### src/rtl/usb1bd_pd_pkg.sv
// rtl/usb1bd_pd_pkg.sv - PID codes, CRC constants and PID classification for the packet disassembler
package usb1bd_pd_pkg;

    localparam logic [3:0] USB1BD_T_PID_OUT   = 4'h1;
    localparam logic [3:0] USB1BD_T_PID_IN    = 4'h9;
    localparam logic [3:0] USB1BD_T_PID_SOF   = 4'h5;
    localparam logic [3:0] USB1BD_T_PID_SETUP = 4'hd;
    localparam logic [3:0] USB1BD_T_PID_PING  = 4'h4;
    localparam logic [3:0] USB1BD_T_PID_DATA0 = 4'h3;
    localparam logic [3:0] USB1BD_T_PID_DATA1 = 4'hb;
    localparam logic [3:0] USB1BD_T_PID_DATA2 = 4'h7;
    localparam logic [3:0] USB1BD_T_PID_MDATA = 4'hf;
    localparam logic [3:0] USB1BD_T_PID_ACK   = 4'h2;
    localparam logic [3:0] USB1BD_T_PID_NACK  = 4'ha;
    localparam logic [3:0] USB1BD_T_PID_STALL = 4'he;
    localparam logic [3:0] USB1BD_T_PID_NYET  = 4'h6;

    localparam logic [4:0]  USB1BD_CRC5_POLY      = 5'h05;
    localparam logic [4:0]  USB1BD_CRC5_RESIDUAL  = 5'b01100;
    localparam logic [15:0] USB1BD_CRC16_POLY     = 16'h8005;
    localparam logic [15:0] USB1BD_CRC16_RESIDUAL = 16'h800d;

    typedef enum logic [1:0] {
        PID_CLASS_TOKEN,
        PID_CLASS_DATA,
        PID_CLASS_OTHER
    } pid_class_t;

    // A PID byte whose check nibble is wrong falls into OTHER so it is drained.
    function automatic pid_class_t pid_class(input logic [7:0] pid_byte, input logic sof_en);
        pid_class_t cls;
        cls = PID_CLASS_OTHER;
        if (pid_byte[7:4] == ~pid_byte[3:0]) begin
            case (pid_byte[3:0])
                USB1BD_T_PID_OUT, USB1BD_T_PID_IN,
                USB1BD_T_PID_SETUP, USB1BD_T_PID_PING:     cls = PID_CLASS_TOKEN;
                USB1BD_T_PID_SOF:                          cls = sof_en ? PID_CLASS_TOKEN : PID_CLASS_OTHER;
                USB1BD_T_PID_DATA0, USB1BD_T_PID_DATA1,
                USB1BD_T_PID_DATA2, USB1BD_T_PID_MDATA:    cls = PID_CLASS_DATA;
                default:                                   cls = PID_CLASS_OTHER;
            endcase
        end
        return cls;
    endfunction

endpackage

### src/rtl/usb1bd_crc16.sv
// rtl/usb1bd_crc16.sv - one-byte CRC16 update, byte consumed LSB first as on the wire
module usb1bd_crc16
    import usb1bd_pd_pkg::*;
(
    input  logic [15:0] crc_in,
    input  logic [7:0]  din,
    output logic [15:0] crc_out
);

    always_comb begin
        crc_out = crc_in;
        for (int i = 0; i < 8; i++) begin
            crc_out = {crc_out[14:0], 1'b0} ^ ((din[i] ^ crc_out[15]) ? USB1BD_CRC16_POLY : 16'h0000);
        end
    end

endmodule

### src/rtl/usb1bd_crc5.sv
// rtl/usb1bd_crc5.sv - CRC5 residual over a 16-bit token body (11 data bits plus 5 CRC bits), LSB first
module usb1bd_crc5
    import usb1bd_pd_pkg::*;
(
    input  logic [15:0] din,
    output logic [4:0]  residual
);

    always_comb begin
        residual = 5'h1f;
        for (int i = 0; i < 16; i++) begin
            residual = {residual[3:0], 1'b0} ^ ((din[i] ^ residual[4]) ? USB1BD_CRC5_POLY : 5'h00);
        end
    end

endmodule

### src/rtl/usb1bd_pd.sv
// rtl/usb1bd_pd.sv - USB 1.1 receive packet disassembler; SOF decode enabled by USB1BD_PD_SOF_EN
module usb1bd_pd
    import usb1bd_pd_pkg::*;
(
    input  logic        clk,
    input  logic        rst_n,
    input  logic [7:0]  rx_data,
    input  logic        rx_valid,
    input  logic        rx_active,
    input  logic        rx_err,
    output logic        pid_out,
    output logic        pid_in,
    output logic        pid_setup,
    output logic        pid_sof,
    output logic        pid_data0,
    output logic        pid_data1,
    output logic        pid_data2,
    output logic        pid_mdata,
    output logic        pid_ack,
    output logic        pid_nack,
    output logic        pid_stall,
    output logic        pid_nyet,
    output logic        pid_ping,
    output logic        pid_cks_err,
    output logic [6:0]  token_fadr,
    output logic [3:0]  token_endp,
    output logic [10:0] frame_no,
    output logic        token_valid,
    output logic        crc5_err,
    output logic [7:0]  rx_data_st,
    output logic        rx_data_valid,
    output logic        rx_data_done,
    output logic        crc16_err,
    output logic        seq_err,
    output logic [3:0]  state
);

    localparam logic [3:0] ST_IDLE   = 4'b0001;
    localparam logic [3:0] ST_ACTIVE = 4'b0010;
    localparam logic [3:0] ST_TOKEN  = 4'b0100;
    localparam logic [3:0] ST_DATA   = 4'b1000;

    logic [3:0]  pid_q;
    logic        pid_ok_q;
    logic        pid_seen;
    logic [1:0]  tok_cnt;
    logic [7:0]  tok0;
    logic [1:0]  data_cnt;
    logic [1:0]  data_cnt_upd;
    logic [7:0]  hold0;
    logic [7:0]  hold1;
    logic [15:0] crc16_q;
    logic [15:0] crc16_next;
    logic [15:0] crc16_upd;
    logic [4:0]  crc5_res;
    logic        pid_good;
    logic        tok_done;
    logic        tok_is_sof;
    pid_class_t  cls;

    assign pid_good = (rx_data[7:4] == ~rx_data[3:0]);
`ifdef USB1BD_PD_SOF_EN
    assign cls = pid_class(rx_data, 1'b1);
`else
    assign cls = pid_class(rx_data, 1'b0);
`endif

    usb1bd_crc5 u_crc5 (
        .din      ({rx_data, tok0}),
        .residual (crc5_res)
    );

    usb1bd_crc16 u_crc16 (
        .crc_in  (crc16_q),
        .din     (rx_data),
        .crc_out (crc16_next)
    );

    // End-of-packet decisions must see the byte strobed in the same cycle.
    assign crc16_upd    = rx_valid ? crc16_next : crc16_q;
    assign data_cnt_upd = (rx_valid && data_cnt != 2'd2) ? data_cnt + 2'd1 : data_cnt;
    assign tok_done     = (state == ST_TOKEN) && !rx_err && rx_valid && (tok_cnt == 2'd1);
    assign tok_is_sof   = (pid_q == USB1BD_T_PID_SOF);

    assign pid_out     = pid_ok_q && (pid_q == USB1BD_T_PID_OUT);
    assign pid_in      = pid_ok_q && (pid_q == USB1BD_T_PID_IN);
    assign pid_setup   = pid_ok_q && (pid_q == USB1BD_T_PID_SETUP);
    assign pid_data0   = pid_ok_q && (pid_q == USB1BD_T_PID_DATA0);
    assign pid_data1   = pid_ok_q && (pid_q == USB1BD_T_PID_DATA1);
    assign pid_data2   = pid_ok_q && (pid_q == USB1BD_T_PID_DATA2);
    assign pid_mdata   = pid_ok_q && (pid_q == USB1BD_T_PID_MDATA);
    assign pid_ack     = pid_ok_q && (pid_q == USB1BD_T_PID_ACK);
    assign pid_nack    = pid_ok_q && (pid_q == USB1BD_T_PID_NACK);
    assign pid_stall   = pid_ok_q && (pid_q == USB1BD_T_PID_STALL);
    assign pid_nyet    = pid_ok_q && (pid_q == USB1BD_T_PID_NYET);
    assign pid_ping    = pid_ok_q && (pid_q == USB1BD_T_PID_PING);

    always_ff @(posedge clk or negedge rst_n) begin
        if (!rst_n) begin
            state         <= ST_IDLE;
            pid_q         <= 4'h0;
            pid_ok_q      <= 1'b0;
            pid_cks_err   <= 1'b0;
            pid_seen      <= 1'b0;
            tok_cnt       <= 2'd0;
            tok0          <= 8'h00;
            data_cnt      <= 2'd0;
            hold0         <= 8'h00;
            hold1         <= 8'h00;
            crc16_q       <= 16'hffff;
            rx_data_st    <= 8'h00;
            token_valid   <= 1'b0;
            crc5_err      <= 1'b0;
            rx_data_valid <= 1'b0;
            rx_data_done  <= 1'b0;
            crc16_err     <= 1'b0;
            seq_err       <= 1'b0;
        end else begin
            token_valid   <= 1'b0;
            crc5_err      <= 1'b0;
            rx_data_valid <= 1'b0;
            rx_data_done  <= 1'b0;
            crc16_err     <= 1'b0;
            seq_err       <= 1'b0;
            case (state)
                ST_IDLE: begin
                    if (rx_active) begin
                        state    <= ST_ACTIVE;
                        pid_seen <= 1'b0;
                    end
                end
                ST_ACTIVE: begin
                    if (rx_err) begin
                        seq_err  <= 1'b1;
                        pid_seen <= 1'b1;
                        if (!rx_active) state <= ST_IDLE;
                    end else if (rx_valid && !pid_seen) begin
                        pid_q       <= rx_data[3:0];
                        pid_ok_q    <= pid_good;
                        pid_cks_err <= !pid_good;
                        pid_seen    <= 1'b1;
                        tok_cnt     <= 2'd0;
                        data_cnt    <= 2'd0;
                        crc16_q     <= 16'hffff;
                        case (cls)
                            PID_CLASS_TOKEN: begin
                                if (rx_active) state <= ST_TOKEN;
                                else begin
                                    seq_err <= 1'b1;
                                    state   <= ST_IDLE;
                                end
                            end
                            PID_CLASS_DATA: begin
                                if (rx_active) state <= ST_DATA;
                                else begin
                                    rx_data_done <= 1'b1;
                                    crc16_err    <= 1'b1;
                                    state        <= ST_IDLE;
                                end
                            end
                            default: begin
                                if (!rx_active) state <= ST_IDLE;
                            end
                        endcase
                    end else if (!rx_active) begin
                        state <= ST_IDLE;
                    end
                end
                ST_TOKEN: begin
                    if (rx_err) begin
                        seq_err <= 1'b1;
                        state   <= rx_active ? ST_ACTIVE : ST_IDLE;
                    end else begin
                        if (rx_valid && tok_cnt == 2'd0) begin
                            tok0    <= rx_data;
                            tok_cnt <= 2'd1;
                        end else if (tok_done) begin
                            tok_cnt     <= 2'd2;
                            token_valid <= (crc5_res == USB1BD_CRC5_RESIDUAL);
                            crc5_err    <= (crc5_res != USB1BD_CRC5_RESIDUAL);
                        end
                        if (!rx_active) begin
                            state <= ST_IDLE;
                            if (tok_cnt == 2'd0 || (tok_cnt == 2'd1 && !rx_valid)) seq_err <= 1'b1;
                        end
                    end
                end
                ST_DATA: begin
                    if (rx_err) begin
                        seq_err <= 1'b1;
                        state   <= rx_active ? ST_ACTIVE : ST_IDLE;
                    end else begin
                        // Two bytes are always held back so the CRC never reaches the FIFO.
                        if (rx_valid) begin
                            crc16_q  <= crc16_next;
                            data_cnt <= data_cnt_upd;
                            hold0    <= rx_data;
                            hold1    <= hold0;
                            if (data_cnt == 2'd2) begin
                                rx_data_st    <= hold1;
                                rx_data_valid <= 1'b1;
                            end
                        end
                        if (!rx_active) begin
                            state        <= ST_IDLE;
                            rx_data_done <= 1'b1;
                            crc16_err    <= (crc16_upd != USB1BD_CRC16_RESIDUAL) || (data_cnt_upd != 2'd2);
                        end
                    end
                end
                default: state <= ST_IDLE;
            endcase
        end
    end

    always_ff @(posedge clk or negedge rst_n) begin
        if (!rst_n) begin
            token_fadr <= 7'h00;
            token_endp <= 4'h0;
        end else if (tok_done && !tok_is_sof) begin
            token_fadr <= tok0[6:0];
            token_endp <= {rx_data[2:0], tok0[7]};
        end
    end

`ifdef USB1BD_PD_SOF_EN
    logic [10:0] frame_q;

    always_ff @(posedge clk or negedge rst_n) begin
        if (!rst_n) frame_q <= 11'h000;
        else if (tok_done && tok_is_sof) frame_q <= {rx_data[2:0], tok0};
    end

    assign frame_no = frame_q;
    assign pid_sof  = pid_ok_q && tok_is_sof;
`else
    assign frame_no = 11'h000;
    assign pid_sof  = 1'b0;
`endif

endmodule

### config.mk
export PLATFORM = sky130hd
export DESIGN_NAME = usb1bd_pd
export DESIGN_NICKNAME = d
export VERILOG_FILES = /design/src/rtl/usb1bd_pd_pkg.sv /design/src/rtl/usb1bd_crc16.sv /design/src/rtl/usb1bd_crc5.sv /design/src/rtl/usb1bd_pd.sv
export SDC_FILE = /design/constraint.sdc
export NUM_CORES = 1
export LEC_CHECK = 0
export BUFFER_PORTS_ARGS = -buffer_cell sky130_fd_sc_hd__clkbuf_2
export CAP_MARGIN = 25
export CORE_UTILIZATION = 30
export DETAILED_ROUTE_END_ITERATION = 8
export GPL_ROUTABILITY_DRIVEN = 1
export PLACE_DENSITY = 0.52
export SYNTH_ARGS = -nofsm -noshare
export SYNTH_HDL_FRONTEND = slang
export SYNTH_SLANG_ARGS = --single-unit
### constraint.sdc
create_clock -name clk -period 6.5 [get_ports clk]
set_clock_uncertainty 0.05 [all_clocks]
set_input_delay 0.325 -clock clk [delete_from_list [all_inputs] [get_ports clk]]
set_output_delay 0.325 -clock clk [all_outputs]
set_load 0.01 [all_outputs]
==> qor.yml, run 1 <==
async_flop_share_pct: 100
drive_gt1_share_pct: 29.1
hold_class: "in2reg"
track_usage_pct: 14.0
drt_pass1_iterations: 4
vias: 3009
final_core_util_pct: 36.5
cp_cell_sequence: "nor4b_1 > nand2b_1 > nor2_1 > nand2_1 > nor2_1 > mux2_2"
cts_sinks: 80
criticalPathCategory: "reg2reg"
diodes: 0
arrival_ns: 2.93
htreeDepth: 3
rows: 42
dpl.hpwl_um: 6470
cts_max_path_buffers: 2
setup_ws_ns: 3.75
die_area_um2: 14500
overflow: 0
setup_viol: 0
routed_wl_um: 9280
slew_headroom_pct: 41.0
swShare_pct: 32.1
cts_root_buf: "clkbuf_16"
p_clk_share_pct: 29.0
yosysSeqAreaShare_pct: 48.1
die_w_um: 120
cap_violations: 0
insertion_delay_ns: 0.35
crit_top_cell: "nor2_1"
fmax_mhz: 364
p_per_area_nw_per_um2: 361
area_growth_pct: 16.6
viasPerCell: 4.72
period_share_pct: 42.2
initial_core_util_pct: 31.3
critPathMaxFanout: 11
drc: 0
grt_max_degree: 67
num-fill-cells: 1382
synth_warnings: 0
cts_tree: "yes"
p_comb_share_pct: 31.2
grt_pass1_vias: 3021
synth_ff_type: "dfrtp_1"
design.core.area_um2: 13500
io_pins: 67
switchingPower_uw: 568
clkTransAtPathRegs_ns: 0.06
cts_buffers: 9
die_h_um: 120
postRouteAntennaNets: 0
slowest_delay_ns: 0.69
grt_pass1_wl_um: 15500
worst_pin_slew_ns: 0.881
drt-wirelength-per-cell_um: 14.6
drt_iter0_markers: 164
ir_drop_v: 0.000120
avgSynthCellArea_um2: 10.4
antenna_found_initial: 0
grt_setup_unrepaired: "false"
p_seq_share_pct: 39.8
drv_slew: 0
synth_cell_types: 54
p_int_mw: 1.20
hold_violations: 0
ys_ff_latch: 80
fin_tns_setup_ns: 0
syn_area_um2: 4210
pre_cts_slack_ns: 3.70
leakagePower_nw: 2.40
crit_slowest_cell: "nor2_1"
crit_path_start_kind: "flip-flop"
period_minus_slack_ns: 2.75
io_buffers: 54
place_congestion: 0.799
status: "completed"
syn_inst: 405
nets: 473
cp.required_ns: 6.68
synth_edf_count: 0
cp-end-kind: "flip-flop"
critical path, delay by kind of cell, from the launching register on:
kind / cells / cell delay (ns)
flip-flops: 1 / 0.47
multiplexers: 1 / 0.41
AND/OR/NAND/NOR: 5 / 1.69
registers in the layout (all words and copies together) (netlist names), 4 cells and up:
| register | cells |
|---|---|
| state | 4 |
| hold1 | 8 |
| hold0 | 8 |
| rx_data_st | 8 |
| pid_q | 4 |
| crc16_q | 16 |
| tok0 | 8 |
| token_fadr | 7 |
| token_endp | 4 |
power by group through the flow:
stage / clock, mW / sequential, mW / combinational [mW]
after global routing: 0.548 / 0.721 / 0.614
final: 0.513 / 0.705 / 0.553
after detailed placement: 0 / 0.712 / 0.557
after CTS: 0.533 / 0.706 / 0.558
after floorplan: 0 / 0.688 / 0.464
after global placement: 0 / 0.711 / 0.549
cell type report:
type / instances / area, µm² / area share, %
Clock buffer: 10 / 229 / 4.67
Clock inverter: 6 / 68.8 / 1.40
Inverter: 12 / 45.0 / 0.918
Multi-Input combinational cell: 295 / 2020 / 41.1
Sequential cell: 80 / 2020 / 41.2
Tap cell: 176 / 220 / 4.49
Timing Repair Buffer: 58 / 305 / 6.22
path summary, 6_finish.rpt:
| path | startpoint | endpoint | slack [ns] | depth (start not counted) |
|---|---|---|---|---|
| worst max-delay path | state[3] | token_fadr[4] | 3.75 | 6 |
| worst min-delay path | rx_active | state[0] | 0.18 | 2 |
| worst max register to register | state[3] | token_fadr[4] | 3.75 | 6 |
| worst min register to register | hold0[0] | hold1[0] | 0.42 | 2 |
| max in group asynchronous | rst_n | tok_cnt[1] | 5.00 | 3 |
| min in group asynchronous | rst_n | crc16_err | 0.32 | 2 |
layout by cell type (no fill, tap or decap), drive strengths merged, types with 2 or more instances in the layout:
| cell type | count |
|---|---|
| and3 | 3 |
| xnor3 | 5 |
| a21o | 2 |
| o22ai | 2 |
| clkbuf | 63 |
| nor3 | 13 |
| o31ai | 2 |
| mux2i | 2 |
| mux2 | 30 |
| o211a | 2 |
| clkinv | 4 |
| nand2 | 71 |
| dfrtp | 63 |
| nor3b | 4 |
| nand3b | 2 |
| xor2 | 7 |
| a211oi | 2 |
| a31oi | 2 |
| o2111ai | 2 |
| or2 | 2 |
| or3 | 3 |
| nor2 | 32 |
| nor4b | 3 |
| nand3 | 2 |
| xnor2 | 30 |
| or4 | 2 |
| nand2b | 6 |
| inv | 13 |
| nor4 | 4 |
| buf | 4 |
| o21a | 3 |
| conb | 12 |
| ha | 4 |
| o21ai | 15 |
| a21oi | 17 |
| dfstp | 17 |
through the flow:
step | cell area, µm² | total power, mW | hold slack [ns] | cells
2_1_floorplan | 4250 | 1.15 | -0.0206 | 416
3_3_place_gp | 4600 | 1.26 | 0.139 | 620
3_5_place_dp | 4600 | 1.27 | 0.144 | 620
4_1_cts | 4910 | 1.80 | 0.186 | 637
5_1_grt | 4910 | 1.88 | 0.215 | 637
6_report | 4910 | 1.77 | 0.183 | 637
cell families after synthesis:
| kind of cell | share of synthesized area (%) |
|---|---|
| AOI/OAI and AO/OA | 8.35 |
| xor gates and xnor gates | 11.8 |
| adders and majority gates | 1.19 |
| buffers and inverters | 5.20 |
| DFF | 48.1 |
| muxes | 8.59 |
| other | 0.0891 |
| and+or+nand+nor | 16.7 |
Yosys cell counts (6+ instances only):
| master | number | share of area (%) |
|---|---|---|
| xor2_1 | 7 | 1.5 |
| clkbuf_1 | 10 | 0.89 |
| o21ai_0 | 15 | 1.8 |
| dfstp_2 | 17 | 11 |
| nand2b_1 | 6 | 0.89 |
| inv_1 | 12 | 1.1 |
| dfrtp_1 | 63 | 37 |
| nor2_1 | 32 | 2.9 |
| nand2_1 | 71 | 6.3 |
| nor3_1 | 11 | 1.3 |
| mux2_2 | 29 | 7.8 |
| buf_4 | 14 | 2.5 |
| a21oi_1 | 17 | 2.0 |
| xnor2_1 | 25 | 5.2 |
timing repair:
action                                 CTS  global route
hold buffers                             1             0
endpoints found under the hold margin   13             0
setup buffers                            0             0
gates resized for setup                  0             0
per-layer routing:
metal | vias to the layer above | global-route usage, % | share of wire (%)
li1 | 1448 | - | -
met1 | 1484 | 18.2 | 48
met2 | 63 | 21.7 | 46
met3 | 14 | 2.64 | 3.7
met4 | 0 | 8.26 | 2.8
met5 | - | 0 | 0
Power figures use the tool's default switching activity.
==> inputs of run 2 (changes only) <==
Settings changed: ABC_AREA set to 1, PLACE_DENSITY 0.52 to 0.51.
Clock period 6.5 ns to 2.64 ns, I/O delays scaled along.
==> run 2 against run 1 <==
Effect of this change: global-route usage rose by 1.1 points; routed wire length up 13%; sequential cell count stayed put; cell count grew 26%; highest routed layer unchanged; critical path depth rose by 6; core utilization grew 0.37 points.
==> qor.yml, run 2 <==
setup_viol: 0  # unchanged
cap_violations: 0  # unchanged
p_per_area_nw_per_um2: 724  # was 361 nW/µm²
grt_max_degree: 79  # was 67
r2r-end: "rx_data_st[1]"  # was token_fadr[4]
hold_violations: 0  # unchanged
cts_root_buf: "clkbuf_16"  # unchanged
critPathMaxFanout: 19  # was 11
grt_setup_unrepaired: "false"  # unchanged
yosysSeqAreaShare_pct: 45.8  # was 48.1%
drv_slew: 0  # unchanged
crit_top_cell: "inv_2"  # was nor2_1
syn_inst: 556  # was 405
path_depth: 12  # was 6
criticalPathCategory: "reg2reg"  # unchanged
viasPerCell: 4.57  # was 4.72
synth_cell_types: 42  # was 54
track_usage_pct: 15.1  # was 14.0%
reg2reg_slack_ns: 0.34  # was 3.75 ns
io_pins: 67  # unchanged
fin_area_um2: 5190  # was 4910 µm²
grt_pass1_wl_um: 17600  # was 15,500 µm
drt_pass1_iterations: 5  # was 4
period_minus_slack_ns: 2.30  # was 2.75 ns
yosys-top-cells-area: "dfrtp_1, nand2_1, dfstp_2"  # was dfrtp_1, dfstp_2, mux2_2
die_w_um: 123  # was 120 µm
yosys-top-cells-count: "nand2_1, dfrtp_1, inv_1"  # was nand2_1, dfrtp_1, nor2_1
place_congestion: 0.894  # was 0.799
path_buf_inv: 5  # was 0
grt_pass1_vias: 3589  # was 3,021
antenna_found_initial: 0  # unchanged
largest_register_ff_count: 16  # unchanged
crit_family: "simple AND/OR/NAND/NOR gates"  # unchanged
seq_area_um2: 2020  # unchanged
drc: 0  # unchanged
slowest_delay_ns: 0.41  # was 0.69 ns
design.core.area_um2: 14100  # was 13,500 µm²
cts_setup_buffers: 0  # unchanged
final_core_util_pct: 36.8  # was 36.5%
min_from: "rx_active"  # unchanged
drt-wirelength-per-cell_um: 13.1  # was 14.6 µm
die_h_um: 123  # was 120 µm
r2r_start: "state[1]"  # was state[3]
synth_ff_type: "dfrtp_1"  # unchanged
ys_ff_latch: 80  # unchanged
die_area_um2: 15200  # was 14,500 µm²
p_total_mw: 3.76  # was 1.77 mW
leakagePower_nw: 2.74  # was 2.40 nW
cp_cell_sequence: "nor2_2 > inv_2 > nor3_2 > inv_2 > nor2_4 > inv_2 > nor2_8 > inv_4 > nor2_8 > inv_2 > nand2_1 > nand2_1"  # was nor4b_1 > nand2b_1 > nor2_1 > nand2_1 > nor2_1 > mux2_2
endpoint: "rx_data_st[1]"  # was token_fadr[4]
cts_max_path_buffers: 2  # unchanged
slew_headroom_pct: 58.6  # was 41.0%
cts_buffers: 9  # unchanged
area_growth_pct: 17.6  # was 16.6%
arrival_ns: 2.48  # was 2.93 ns
setup_ws_ns: 0.344  # was 3.75 ns
hold_ws_ns: 0.0887  # was 0.183 ns
rows: 43  # was 42
crit_path_start_kind: "flip-flop"  # unchanged
cp.required_ns: 2.82  # was 6.68 ns
diodes: 0  # unchanged
avgSynthCellArea_um2: 7.94  # was 10.4 µm²
io_buffers: 54  # unchanged
status: "completed"  # unchanged
startpoint: "state[1]"  # was state[3]
synth.most_common_cell: "nand2_1"  # unchanged
hold_class: "in2reg"  # unchanged
dpl-instance-area_um2: 4830  # was 4600 µm²
clkTransAtPathRegs_ns: 0.07  # was 0.06 ns
cts_sinks: 80  # unchanged
syn_area_um2: 4420  # was 4210 µm²
synth_top_area_share_pct: 35.7  # was 37.4%
rr_worst_depth: 12  # was 6
vias: 3657  # was 3,009
num-fill-cells: 1495  # was 1,382
dpl.hpwl_um: 7760  # was 6470 µm
synth_edf_count: 0  # unchanged
largest-register: "crc16_q"  # unchanged
period_share_pct: 87.0  # was 42.2%
insertion_delay_ns: 0.34  # was 0.35 ns
cp-end-kind: "flip-flop"  # unchanged
crit_slowest_cell: "dfrtp_1"  # was nor2_1
htreeDepth: 3  # unchanged
multi_input_area_um2: 1990  # was 2020 µm²
synth_warnings: 0  # unchanged
worst_pin_slew_ns: 0.619  # was 0.881 ns
cts_tree: "yes"  # unchanged
final_cell_count_no_fill: 801  # was 637
ir_drop_v: 0.000386  # was 0.000120 V
async_flop_share_pct: 100  # unchanged
pre_cts_slack_ns: 0.316  # was 3.70 ns
drt_iter0_markers: 229  # was 164
final_common_cell: "nand2_1"  # unchanged
placed_cells: 783  # was 620
yosysTopAreaCell: "dfrtp_1"  # unchanged
overflow: 0  # unchanged
fin_tns_setup_ns: 0  # unchanged
nets: 633  # was 473
final_cell_mix: "nand2_1, dfrtp_1, inv_1"  # was nand2_1, dfrtp_1, clkbuf_2
fmax_mhz: 435  # was 364 MHz
postRouteAntennaNets: 0  # unchanged
drive_gt1_share_pct: 21.1  # was 29.1%
routed_wl_um: 10500  # was 9280 µm
initial_core_util_pct: 31.3  # about the same
run 2: cell families (layout without fill, tap and decap cells):
family | count (synthesis) | after routing | share of synthesized area (%)
multiplexers | 7 | 7 | 1.96
XOR/XNOR | 23 | 23 | 4.90
AO/OA/AOI/OAI | 80 | 80 | 10.1
buffers and inverters | 95 | 149 | 9.95
flip-flops | 80 | 80 | 45.8
adder cells (fa/ha/maj) | 4 | 4 | 1.13
other | 1 | 12 | 0.0849
AND/OR/NAND/NOR | 266 | 266 | 26.0
run 2: worst min-delay path by stage:
stage               slack (ns)  cells past startpoint      endpoint
floorplan                -0.21                      0     crc16_err
finish                    0.09                      2      state[0]
global route              0.09                      2      state[0]
CTS                       0.09                      2      state[0]
detailed placement        0.34                      1     crc16_err
global placement          0.32                      1  rx_data_done
run 2: metal layers:
layer,global-route usage [%],vias up,routed length [µm]
met2,24.7,93,4780
met4,4.52,0,162
li1,-,1860,-
met5,0,-,0
met1,19.8,1688,5080
met3,3.41,16,468
run 2: final cells by class:
cell class / count / area share [%]
well taps: 180 / 4.34
repair buffers: 59 / 6.26
multi-input cells: 392 / 38.4
clock inverters: 7 / 2.05
flip-flops and latches: 80 / 39.0
clock buffers: 9 / 4.34
inverters: 74 / 5.66
run 2: what timing repair did:
item | CTS | global route
endpoints found under the hold margin | 63 | 0
resized for setup | 0 | 0
hold buffers | 1 | 0
run 2: power by group:
part / switching, mW / internal [mW] / total [mW]
sequential: 0.116 / 1.41 / 1.53
clock: 0.555 / 0.849 / 1.40
combinational: 0.552 / 0.276 / 0.829
total: 1.22 / 2.54 / 3.76
